$ cat config.mk
export PLATFORM = sky130hd
export DESIGN_NAME = exe_mem_stage
export DESIGN_NICKNAME = d
export VERILOG_FILES = /design/src/rtl/exe_mem_stage.sv
export SDC_FILE = /design/constraint.sdc
export NUM_CORES = 1
export LEC_CHECK = 0
export BUFFER_PORTS_ARGS = -buffer_cell sky130_fd_sc_hd__buf_2
export CORE_AREA = 8 8 165 167
export CTS_BUF_LIST = sky130_fd_sc_hd__clkbuf_16
export CTS_CLUSTER_DIAMETER = 150
export CTS_CLUSTER_SIZE = 8
export DETAILED_ROUTE_END_ITERATION = 8
export DIE_AREA = 0 0 173 175
export PLACE_DENSITY = 0.78
export SLEW_MARGIN = 15
export SYNTH_ARGS = -nofsm -noshare
export SYNTH_HDL_FRONTEND = slang
export SYNTH_SLANG_ARGS = --single-unit
$ cat constraint.sdc
create_clock -name clk -period 10.3 [get_ports clk]
set_input_delay 2.575 -clock clk [delete_from_list [all_inputs] [get_ports clk]]
set_output_delay 2.575 -clock clk [all_outputs]
set_load 0.02 [all_outputs]
$ cat src/rtl/exe_mem_stage.sv
// Execute stage of the 5-stage pipeline: operand-B select, ALU, and the EXE/MEM register.
// er is exported combinationally for forwarding; stall and flush control the EXE/MEM register.
module exe_mem_stage (
   input  logic        clk,
   input  logic        clrn,
   input  logic        ewreg,
   input  logic        em2reg,
   input  logic        ewmem,
   input  logic [3:0]  ealuc,
   input  logic        ealuimm,
   input  logic [4:0]  edestReg,
   input  logic [31:0] eqa,
   input  logic [31:0] eqb,
   input  logic [31:0] eimm32,
   input  logic        stall,
   input  logic        flush,
   output logic [31:0] er,
   output logic        mwreg,
   output logic        mm2reg,
   output logic        mwmem,
   output logic [4:0]  mdestReg,
   output logic [31:0] mr,
   output logic [31:0] mqb
);

   // ALU operation encodings
   localparam logic [2:0] OP_ADD   = 3'b000;
   localparam logic [2:0] OP_AND   = 3'b001;
   localparam logic [2:0] OP_XOR   = 3'b010;
   localparam logic [2:0] OP_SLL_Z = 3'b011;
   localparam logic [2:0] OP_SUB   = 3'b100;
   localparam logic [2:0] OP_OR    = 3'b101;
   localparam logic [2:0] OP_LUI   = 3'b110;
   localparam logic [2:0] OP_SHR   = 3'b111;

   // Only a[4:0] feeds the barrel shifter, so a shift of 32 behaves as 0.
   function automatic logic [31:0] alu_eval(
      input logic [3:0]  op,
      input logic [31:0] a,
      input logic [31:0] b
   );
      logic [4:0]  sh;
      logic [31:0] res;
      sh  = a[4:0];
      res = 32'h0000_0000;
      unique case (op[2:0])
         OP_ADD:   res = a + b;
         OP_SUB:   res = a - b;
         OP_AND:   res = a & b;
         OP_OR:    res = a | b;
         OP_XOR:   res = a ^ b;
         OP_LUI:   res = {b[15:0], 16'h0000};
         OP_SLL_Z: res = op[3] ? 32'h0000_0000 : (b << sh);
         OP_SHR:   res = op[3] ? 32'($signed(b) >>> sh) : (b >> sh);
         default:  res = 32'h0000_0000;
      endcase
      return res;
   endfunction

   logic [31:0] alu_b;

   logic        mwreg_d,    mwreg_q;
   logic        mm2reg_d,   mm2reg_q;
   logic        mwmem_d,    mwmem_q;
   logic [4:0]  mdestreg_d, mdestreg_q;
   logic [31:0] mr_d,       mr_q;
   logic [31:0] mqb_d,      mqb_q;

   always_comb begin
      alu_b = ealuimm ? eimm32 : eqb;
      er    = alu_eval(ealuc, eqa, alu_b);
   end

   // Flush outranks stall so a bubble is inserted even while the pipe is held.
   always_comb begin
      mwreg_d    = mwreg_q;
      mm2reg_d   = mm2reg_q;
      mwmem_d    = mwmem_q;
      mdestreg_d = mdestreg_q;
      mr_d       = mr_q;
      mqb_d      = mqb_q;
      if (flush) begin
         mwreg_d    = 1'b0;
         mm2reg_d   = 1'b0;
         mwmem_d    = 1'b0;
         mdestreg_d = 5'd0;
         mr_d       = 32'h0000_0000;
         mqb_d      = 32'h0000_0000;
      end else if (!stall) begin
         mwreg_d    = ewreg;
         mm2reg_d   = em2reg;
         mwmem_d    = ewmem;
         mdestreg_d = edestReg;
         mr_d       = er;
         mqb_d      = eqb;
      end
   end

   // EXE/MEM pipeline register
   always_ff @(posedge clk or negedge clrn) begin
      if (!clrn) begin
         mwreg_q    <= 1'b0;
         mm2reg_q   <= 1'b0;
         mwmem_q    <= 1'b0;
         mdestreg_q <= 5'd0;
         mr_q       <= 32'h0000_0000;
         mqb_q      <= 32'h0000_0000;
      end else begin
         mwreg_q    <= mwreg_d;
         mm2reg_q   <= mm2reg_d;
         mwmem_q    <= mwmem_d;
         mdestreg_q <= mdestreg_d;
         mr_q       <= mr_d;
         mqb_q      <= mqb_d;
      end
   end

   assign mwreg    = mwreg_q;
   assign mm2reg   = mm2reg_q;
   assign mwmem    = mwmem_q;
   assign mdestReg = mdestreg_q;
   assign mr       = mr_q;
   assign mqb      = mqb_q;

endmodule

==> out/metrics.cfg <==
[drt]
drc=0
drt-initial-drc-count=1891
postRouteAntennaNets=0
num_vias=14200
viasPerCell=6.91
dr.pass1.iters=6
routedWlPerCell_um=29.3
routed_wl_um=60100

[power_and_ir_drop]
power.leakage_nw=6.66
power_frac_clock_pct=23.1
switching_power_mw=0.752
ir_worst_vdd_v=0.0000747
intPower_mw=0.836
power_density_nw_per_um2=111
switching_share_pct=47.4
power.share.sequential_pct=19.7
pwr-share-comb_pct=57.2

[placement]
dp_cells=2037
place_congestion=1.05
portBuffers=216
placed_area_um2=13900
dp_hpwl_um=47200

[floorplanning]
die_w_um=173
ios=217
floorplan.initialDensity_pct=50.9
dieArea_um2=30300
rows=58
coreArea_um2=24700
die_h_um=175

[layout]
register_area_um2=1800
n_antenna_cell=0
final_cell_area_um2=14300
syn2layout_area_growth_pct=13.7
multiInputGateArea_um2=9940
fillerInstances=2290
final_layout_size_suffix_gt1_share_pct=24.2
layoutNonFillerInstCount=2053
nNetsFinal=1928

[timing]
clock_skew_ns=0
hold_viol_final=0
tns_ns=0
drv_slew=0
period_needed_ns=10.12
grt_setup_unrepaired=false
worst_pin_slew_ns=1.08
setup_violations=0
slew_headroom_pct=27.8
clock.fmax_mhz=98.8
period_share_pct=98.3

[logic_synthesis]
synth_warnings=0
synth.largest_area_cell=dfrtp_1
synth_top_area_share_pct=14.3
synth_cell_types=86
synthTopCellsByArea=dfrtp_1 (14%), mux4_2 (12%), ha_1 (9.6%)
synth.avg_cell_area_um2=8.07
synth-edff-count=0
synth_async_sr_flop_share_pct=100
syn_inst=1557
synth_nets=1767
ys_seq_area_share_pct=14.3
ys_ff_latch=72
syn-cell-area_um2=12600
synthFlopType=dfrtp_1

[cts]
tritoncts=yes
postCtsSetupBuffers=0
cts_max_level=3
ctsLongestPathBuffers=2
cts.root.buffer_cell=clkbuf_16
cts_sinks=72
path_clk_slew_ns=0.07
clock_latency_ns=0.35
cts-buffers-inserted=9

[global_route]
grt_max_degree=68
grt_pass1_wl_um=88500
grt_usage_pct=38.3
antenna_found_initial=0
overflow=0
first_global_vias=13800

[status]
status=complete, no violations

[worst_setup_path]
crit_arrival_ns=7.55
critPathRequiredTime_ns=7.73
cp_max_fo=22
cp-start-kind=input port
path_class=in2out
end_kind=output port

[min_path]
hp-class=reg2reg

[run]
drv_cap=0

## timing repair
action                                  in CTS  in global routing
hold buffers                                 0                  0
resized for setup                            0                  4
endpoints found under the hold margin        0                  0
endpoints found under the setup margin       0                  3
## cells in the mapped netlist (all sizes together), types with 6 or more instances
master	number
nor2	190
mux2i	129
nand2	123
o21ai	102
ha	96
a21oi	91
clkbuf	84
inv	78
dfrtp	72
mux4	66
nor3	42
xnor2	39
a211oi	37
buf	37
mux2	27
o211ai	24
o22ai	24
nand3	22
o21a	20
nand2b	19
a21o	18
a211o	13
and2	13
o31ai	11
a31oi	10
a221oi	9
a22oi	9
and3	9
or3	9
or2	8
a22o	7
nor2b	7
o2111ai	7
o211a	7
a311oi	6
o311ai	6
xor2	6
## worst paths after layout
kind	slack, ns	to	from	depth (start not counted)
worst max-delay path	0.18	er[27]	ealuimm	16
worst min-delay path	0.48	mr[3]$_DFFE_PN0P_	mr[3]$_DFFE_PN0P_	2
worst max register to register	9.32	mr[9]$_DFFE_PN0P_	mr[9]$_DFFE_PN0P_	2
worst min register to register	0.48	mr[3]$_DFFE_PN0P_	mr[3]$_DFFE_PN0P_	2
max in group asynchronous	7.16	mqb[2]$_DFFE_PN0P_	clrn	2
min in group asynchronous	2.05	mr[1]$_DFFE_PN0P_	clrn	1
## sequential cells by signal, indices dropped and copies added (netlist names)
name,count
mqb,32
mwreg,1
mr,32
mm2reg,1
mwmem,1
mdestReg,5
## per-stage QoR
stage | worst slack (ns) | util [%] | power (mW) | hold slack, ns
final | 0.177 | 57.9 | 1.59 | 0.482
after global routing | 0.0139 | 57.9 | 1.64 | 0.506
after CTS | 0.192 | 57.8 | 1.56 | 0.484
after detailed placement | 0.207 | 56.5 | 1.19 | 0.465
after global placement | 0.354 | 56.5 | 1.18 | 0.455
after floorplan | 0.378 | - | 0.873 | 0.587
## cell usage in the layout (no fill, tap or decap), types with 14 or more instances in the layout
cell type  netlist  layout
buf_2           14     212
nor2_1         190     190
nand2_1        123     123
mux2i_1        117     115
ha_1            96      96
a21oi_1         91      91
o21ai_0         87      87
inv_1           72      73
dfrtp_1         72      72
mux4_2          66      66
buf_4            1      59
nor3_1          42      41
xnor2_1         39      39
a211oi_1        37      37
mux2_2          27      27
o211ai_1        24      24
o22ai_1         24      24
nand3_1         22      22
o21a_1          20      20
nand2b_1        19      19
a21o_1          18      18
o21ai_1         15      15
mux2i_2         12      14
## routing by layer
layer | vias up | wire (um) | global-route usage [%]
met5 | - | 0 | 0
met4 | 0 | 4460 | 25.2
met3 | 204 | 6580 | 8.89
met2 | 1055 | 25400 | 57.5
met1 | 6786 | 23600 | 48.8
li1 | 6137 | - | -
## power groups by stage
| stage | registers (mW) | clock network [mW] | logic, mW |
|---|---|---|---|
| after detailed placement | 0.318 | 0 | 0.874 |
| final | 0.313 | 0.367 | 0.908 |
| after global placement | 0.317 | 0 | 0.866 |
| after global routing | 0.315 | 0.377 | 0.952 |
| after floorplan | 0.343 | 0 | 0.530 |
| after CTS | 0.313 | 0.372 | 0.879 |
## kinds of logic (layout without fill, tap and decap cells)
kind of cell,count (synthesis),in the layout,share of synthesized area (%)
DFF,72,72,14.3
buffers and inverters,202,368,6.70
and+or+nand+nor,464,464,16.7
muxes,222,222,24.9
adders and majority gates,97,97,9.72
AOI/OAI and AO/OA,455,455,24.5
xor gates and xnor gates,45,45,3.14
## worst max-delay path, stage by stage
cell and delay, ns:
buf_4 0.24, buf_4 0.39, mux2i_2 0.62, nand4_2 0.26
or4_4 0.49, nor3_1 0.50, nor2_1 0.10, xnor2_1 0.15
ha_1 0.40, a21oi_1 0.34, o311ai_0 0.19, or4_1 0.55
a211o_1 0.24, a21oi_1 0.23, nand2_1 0.08, buf_2 0.17
## cell type report
type	instances	share of cell area, %
Multi-Input combinational cell	1283	69.6
Sequential cell	72	12.6
Timing Repair Buffer	271	10.5
Tap cell	330	2.89
Inverter	81	2.13
Clock buffer	9	1.58
Clock inverter	7	0.675
Note: power is estimated with default switching activity, not from simulation.
